### src/rtl/fsm_5_19_bit_tx_pkg.sv
// Shared types and constants for the serial bit-stream transmitter feeding the 5.19 sequence FSM.
package fsm_5_19_bit_tx_pkg;

    typedef enum logic [1:0] {
        IDLE  = 2'b00,
        SHIFT = 2'b01,
        GAP   = 2'b10
    } tx_state_e;

    localparam int WIDTH_MIN = 2;
    localparam int WIDTH_MAX = 32;
    localparam int GAP_MAX   = 15;

    // Bit-count width: must hold the value WIDTH itself, not just WIDTH-1.
    function automatic int cnt_width(input int w);
        return $clog2(w) + 1;
    endfunction

endpackage

### src/rtl/fsm_5_19_bit_tx.sv
// Parallel-load, MSB-first serial transmitter with pause and a post-word idle gap.
//
//  state | meaning
//  ------+-----------------------------------------------------------
//  IDLE  | waiting for a word; load_ready high outside reset
//  SHIFT | presenting payload bits, one per un-paused clock
//  GAP   | idle bubble of GAP_CYCLES clocks before accepting again
module fsm_5_19_bit_tx
    import fsm_5_19_bit_tx_pkg::*;
#(
    parameter int WIDTH      = 8,
    parameter int GAP_CYCLES = 1
) (
    input  logic                          clk,
    input  logic                          rst,
    input  logic [WIDTH-1:0]              data_in,
    input  logic [cnt_width(WIDTH)-1:0]   nbits_in,
    input  logic                          load_valid,
    output logic                          load_ready,
    input  logic                          pause,
    output logic                          x_out,
    output logic                          x_valid,
    output logic                          busy,
    output logic                          done
);

    localparam int            CW       = cnt_width(WIDTH);
    localparam logic [CW-1:0] WIDTH_C  = CW'(WIDTH);
    localparam logic [3:0]    GAP_LOAD = (GAP_CYCLES > 0) ? 4'(GAP_CYCLES - 1) : 4'd0;

    tx_state_e        state, state_nxt;
    logic [WIDTH-1:0] sreg;
    logic [CW-1:0]    bit_cnt;
    logic [3:0]       gap_cnt;
    logic [CW-1:0]    n_eff;
    logic [WIDTH-1:0] aligned;
    logic             accept;

    assign load_ready = (state == IDLE) && !rst;
    assign busy       = (state != IDLE);
    assign accept     = load_valid && load_ready;

    always_comb begin
        n_eff = nbits_in;
        if (nbits_in == '0 || nbits_in > WIDTH_C)
            n_eff = WIDTH_C;
    end

    // Left-justify the active field so the next bit is always sreg[WIDTH-1].
    assign aligned = data_in << (WIDTH_C - n_eff);

    always_ff @(posedge clk) begin
        if (rst)
            state <= IDLE;
        else
            state <= state_nxt;
    end

    always_comb begin
        state_nxt = state;
        case (state)
            IDLE:    if (accept) state_nxt = SHIFT;
            SHIFT:   if (bit_cnt == '0) state_nxt = (GAP_CYCLES > 0) ? GAP : IDLE;
            GAP:     if (gap_cnt == 4'd0) state_nxt = IDLE;
            default: state_nxt = IDLE;
        endcase
    end

    // bit_cnt counts bits still to present; the first bit goes out on the accepting edge.
    always_ff @(posedge clk) begin
        if (rst) begin
            sreg    <= '0;
            bit_cnt <= '0;
            gap_cnt <= 4'd0;
            x_out   <= 1'b0;
            x_valid <= 1'b0;
            done    <= 1'b0;
        end else begin
            x_out   <= 1'b0;
            x_valid <= 1'b0;
            done    <= 1'b0;
            case (state)
                IDLE: begin
                    if (accept) begin
                        x_out   <= aligned[WIDTH-1];
                        x_valid <= 1'b1;
                        sreg    <= aligned << 1;
                        bit_cnt <= n_eff - CW'(1);
                        done    <= (n_eff == CW'(1));
                    end
                end
                SHIFT: begin
                    if (bit_cnt == '0) begin
                        gap_cnt <= GAP_LOAD;
                    end else if (!pause) begin
                        x_out   <= sreg[WIDTH-1];
                        x_valid <= 1'b1;
                        sreg    <= sreg << 1;
                        bit_cnt <= bit_cnt - CW'(1);
                        done    <= (bit_cnt == CW'(1));
                    end
                end
                GAP: begin
                    if (gap_cnt != 4'd0)
                        gap_cnt <= gap_cnt - 4'd1;
                end
                default: ;
            endcase
        end
    end

endmodule

### config.mk
export PLATFORM = sky130hd
export DESIGN_NAME = fsm_5_19_bit_tx
export DESIGN_NICKNAME = d
export VERILOG_FILES = /design/src/rtl/fsm_5_19_bit_tx_pkg.sv /design/src/rtl/fsm_5_19_bit_tx.sv
export SDC_FILE = /design/constraint.sdc
export NUM_CORES = 1
export LEC_CHECK = 0
export ABC_AREA = 1
export BUFFER_PORTS_ARGS = -buffer_cell sky130_fd_sc_hd__buf_2
export CAP_MARGIN = 40
export CORE_MARGIN = 8
export CORE_UTILIZATION = 40
export CTS_BUF_LIST = sky130_fd_sc_hd__clkbuf_8
export CTS_CLUSTER_DIAMETER = 200
export DETAILED_ROUTE_END_ITERATION = 16
export PLACE_DENSITY_LB_ADDON = 0.3
export SYNTH_ARGS = -nofsm -noshare
export SYNTH_HDL_FRONTEND = slang
export SYNTH_SLANG_ARGS = --single-unit
export TNS_END_PERCENT = 20
### constraint.sdc
create_clock -name clk -period 2.83 [get_ports clk]
set_input_delay 0.566 -clock clk [delete_from_list [all_inputs] [get_ports clk]]
set_output_delay 0.566 -clock clk [all_outputs]
set_load 0.01 [all_outputs]
## Word level (Yosys, flattened, before mapping)

Index checks and enable logic that the tools add are counted.
W data, S select, Z words.

| storage, ports and cells | value |
|---|---|
| flip-flop bits (word level) | 21 |
| bits of input ports | 16 |
| output and inout port bits | 5 |

| cells by class | value |
|---|---|
| eq/ne operators | 10 |
| add/sub/neg operators | 4 |
| reduce and logical (&&, ||, !) cells | 15 |
| muxes and demuxes | 28 |
| magnitude comparators | 1 |
| shift-type cells | 1 |

Operators by type and width:

| operator | number |
|---|---|
| $mux W4 | 6 |
| $mux W8 | 3 |
| $pmux W4 S2 | 2 |
| $pmux W8 S2 | 1 |
| $logic_not A4 Y1 | 3 |
| $ne A2 B2 Y1 const B | 6 |
| $sub A4 B1 Y4 const B | 3 |
| $mux W1 | 9 |
| $eq A4 B1 Y1 const B | 2 |
| $shl A8 B4 Y8 | 1 |
| $mux W2 | 3 |
| $pmux W1 S2 | 3 |
| $pmux W2 S3 | 1 |
| $reduce_and A3 Y1 | 2 |
| $reduce_bool A2 Y1 | 3 |
| $gt A4 B4 Y1 const B | 1 |
| $reduce_and A4 Y1 | 1 |
| $reduce_bool A4 Y1 | 1 |
| $sub A4 B4 Y4 const A | 1 |
| $eq A2 B1 Y1 const B | 1 |
| $eq A2 B2 Y1 const B | 1 |
| $logic_and A1 B1 Y1 | 2 |
| $logic_not A2 Y1 | 1 |
| $logic_not A1 Y1 | 1 |
| $logic_or A1 B1 Y1 | 1 |

## Longest topological paths before layout

| depth | value |
|---|---|
| depth after elaboration | 7 |
| depth in mapped cells | 14 |
| gate-level depth less buffers | 12 |

## Worst setup path after synthesis

No wires, ideal clock.

| timing | value |
|---|---|
| path type | input port to flip-flop |
| from | input port nbits_in[0] |
| to | register sreg[5] |
| path buffers | 2 |
| arrival | 2.239 ns |
| stages on the path | 13 |
| required time | 2.764 ns |
| slack | 0.525 ns |
| cell sequence | buf_6 > nor2_8 > nand2_2 > nand3_4 > buf_6 > inv_2 > ha_1 > inv_1 > nor2_1 > inv_1 > o21ai_0 > nand2_1 > a21oi_2 |

| between the ends | value |
|---|---|
| cells in the longest elaborated chain, start to end | 7 |

RTL lines:

| element | RTL line | source |
|---|---|---|
| start: declaration | fsm_5_19_bit_tx.sv:17 | `input logic [cnt_width(WIDTH)-1:0] nbits_in,` |
| $gt A4 B4 Y1 or $logic_not A4 Y1 (tied branches) | fsm_5_19_bit_tx.sv:45 | `if (nbits_in == '0 \|\| nbits_in > WIDTH_C)` |
| $logic_or A1 B1 Y1 | fsm_5_19_bit_tx.sv:45 |  |
| $mux W4 (*) | fsm_5_19_bit_tx.sv:45 |  |
| $sub A4 B4 Y4 (*) | fsm_5_19_bit_tx.sv:50 | `assign aligned = data_in << (WIDTH_C - n_eff);` |
| $shl A8 B4 Y8 (*) | fsm_5_19_bit_tx.sv:50 |  |
| $mux W8 (*) | fsm_5_19_bit_tx.sv:84 | `if (accept) begin` |
| $pmux W8 S2 (*) | fsm_5_19_bit_tx.sv:82 | `case (state)` |
| end signal: assignment | fsm_5_19_bit_tx.sv:87 | `sreg <= aligned << 1;` |
| end signal: assignment | fsm_5_19_bit_tx.sv:98 | `sreg <= sreg << 1;` |
| end: declaration | fsm_5_19_bit_tx.sv:32 | `logic [WIDTH-1:0] sreg;` |

Every way passes the cells marked *; elsewhere a longest branch is shown, timed or not. The select of a mux whose other input is x is not followed.
A chain may end at the register's enable or synchronous reset.

## Worst setup path in the final report

Same ends and word-level chain as after synthesis.

==> impl_metrics.yaml <==
status:
  status: "complete, no violations"
min_path:
  hold_class: "flop to flop"
  hold_path_depth: 2
synthesis:
  ys_ff_latch: 20
  synth.cell_area_sq_mm: 0.00133
  avgSynthCellArea_sq_um: 6.83
  synth_warnings: 0
  synth_cell_types: 30
  syn_inst: 195
  ys_seq_area_frac: 0.301
  synth_fp_nets: 216
setup_path:
  crit_fanout: 12
  cp.required_ns: 3.02
  r2r_cells: 12
  reg2reg_slack_ns: 0.98
  start_kind: "primary input"
  crit_arrival_ns: 2.52
  worstSetupEndpointType: "flop"
  worst-setup-path-type: "primary input to flop"
clock_tree:
  cts_root_buffer: "clkbuf_8"
  cts_tree: "done"
  cts_hold_buf: 0
  post_cts_buffers: 0
  clock-sinks: 20
  ctsResizeCount: 0
  clock_path_buffers: 2
  h-tree-depth: 1
  clk_pin_slew_ns: 0.08
  insertion_delay_ns: 0.26
  cts_made_buffers: 3
floorplan:
  start_util: 0.409
  io_pins: 21
  die-area_sq_mm: 0.00543
  fp-row-count: 21
  die_x_um: 73.7
  core_sq_mm: 0.00326
  die_y_um: 73.7
sta:
  fin_crit_ns: 2.33
  clock_skew_ns: 0.00623
  fin_crit_sh: 0.823
  max_freq_ghz: 0.430
  hold_viol: 0
  maxSlewHeadroom: 0.683
  finalSetupTns_ns: 0
  holdWs_ns: 0.462
  tightestPinTransition_ns: 0.472
  drv_slew: 0
  rsz0062_at_grt: "false"
  setup_viol_count_final: 0
global_routing:
  grt_pass1_wl_mm: 4.87
  grt.overflow.total: 0
  grt_pass1_vias: 1168
  grt_max_degree: 16
  grt_use_total: 0.111
  antenna_found_initial: 0
drt:
  routed_wl_mm: 2.81
  drt_iter0_drc: 95
  drt_first_pass_iters: 4
  vias_per_cell: 4.95
  post_drt_wl_per_cell_um: 10.8
  ant_nets: 0
  drc_errors: 0
  vias: 1293
place:
  placedCellCount: 257
  gp_congestion: 0.845
  io_buffers: 20
  post-dp-hpwl_mm: 2.29
layout:
  diodes: 0
  drive_above_1_share: 0.191
  syn_to_final_growth_pct: 15.0
  ff_latch_area_sq_um: 400
  nFillCells: 341
  post-route-util: 0.470
  nets: 237
  final_cells: 261
  multi_input_area_sq_um: 801
power_and_ir_drop:
  power_uw: 928
  p_leak_uw: 0.000742
  vdd_ir_drop_max_mv: 0.393
  powerDensity_mw_per_mm2: 606
run:
  drv_cap: 0
[layer usage]
layer,part of all wire,GRT usage,vias to the layer above
li1,-,-,692
met1,0.48,0.135,574
met2,0.46,0.188,24
met3,0.049,0.0355,3
met4,0.0036,0.0133,0
met5,0,0,-
[registers in the layout, indices dropped and copies added, names as in the netlist]
name and flops:
bit_cnt 4, state 2, x_out 1, sreg 7, gap_cnt 4, x_valid 1
done 1
[cell usage in the layout, fill, tap and decap left out, drive strengths merged, types with 5 or more instances in the layout]
cell   Yosys  final
dfxtp     20     20
nand4      9      9
nor2      21     21
nand2     44     44
ha         5      5
a21oi     16     16
nand3     25     25
buf        4     21
o21ai      9      9
inv       25     25
[stage by stage]
stage	area (sq um)	setup WS [ns]
3_3_place_gp	1460	0.376
3_5_place_dp	1460	0.273
4_1_cts	1530	0.535
5_1_grt	1530	0.280
6_report	1530	0.502
2_1_floorplan	1330	0.525
[critical path, stage by stage]
cell,delay [ns]
buf_2,0.18
nor2_8,0.15
nand2_2,0.14
nand3_4,0.20
inv_2,0.05
ha_1,0.40
inv_1,0.17
nor2_1,0.21
inv_1,0.07
o21ai_0,0.17
nand2_1,0.09
a21oi_2,0.11
[Yosys cell counts]
library cell | count | share of area
nand2_1 | 36 | 0.10
nand3_1 | 24 | 0.090
inv_1 | 23 | 0.065
dfxtp_1 | 20 | 0.30
nor2_1 | 20 | 0.056
a21oi_1 | 13 | 0.049
nand4_1 | 9 | 0.042
o21ai_0 | 9 | 0.034
ha_1 | 5 | 0.047
nand2_2 | 5 | 0.023
a21oi_2 | 3 | 0.020
nand2_4 | 3 | 0.025
nor3_1 | 3 | 0.011
buf_2 | 2 | 0.0075
buf_6 | 2 | 0.017
inv_2 | 2 | 0.0056
o31ai_1 | 2 | 0.011
xor2_1 | 2 | 0.013
a22oi_1 | 1 | 0.0056
a31o_2 | 1 | 0.0066
a31oi_1 | 1 | 0.0047
and3_1 | 1 | 0.0047
clkbuf_1 | 1 | 0.0028
nand3_4 | 1 | 0.013
nand3b_1 | 1 | 0.0056
nor2_8 | 1 | 0.015
o21bai_1 | 1 | 0.0056
o22ai_1 | 1 | 0.0047
or2_1 | 1 | 0.0047
xnor2_1 | 1 | 0.0066
[layout make-up]
type                       count  area share
tap                           46      0.0376
inverter                      25      0.0613
clock buffer                   3      0.0270
sequential                    20       0.261
multi-input combinational    145       0.523
timing repair buffer          21      0.0703
clock inverter                 1      0.0196
[final timing paths]
check / startpoint / end
setup / recovery: nbits_in[0] / sreg[5]
hold / removal: gap_cnt[0] / gap_cnt[0]
setup reg to reg: bit_cnt[0] / sreg[7]
hold reg to reg: gap_cnt[0] / gap_cnt[0]
[where the power goes]
group          total [uW]  switching, uW  internal (uW)
Combinational         301            194            107
Sequential            343           21.7            321
Clock                 284           95.2            189
[cells by family after synthesis]
kind of cell	after synthesis	synth area share
AO/OA/AOI/OAI	32	0.141
flip-flops	20	0.301
adder cells (fa/ha/maj)	5	0.0470
AND/OR/NAND/NOR	105	0.394
XOR/XNOR	3	0.0197
buffers and inverters	30	0.0977
Power figures use the tool's default switching activity.
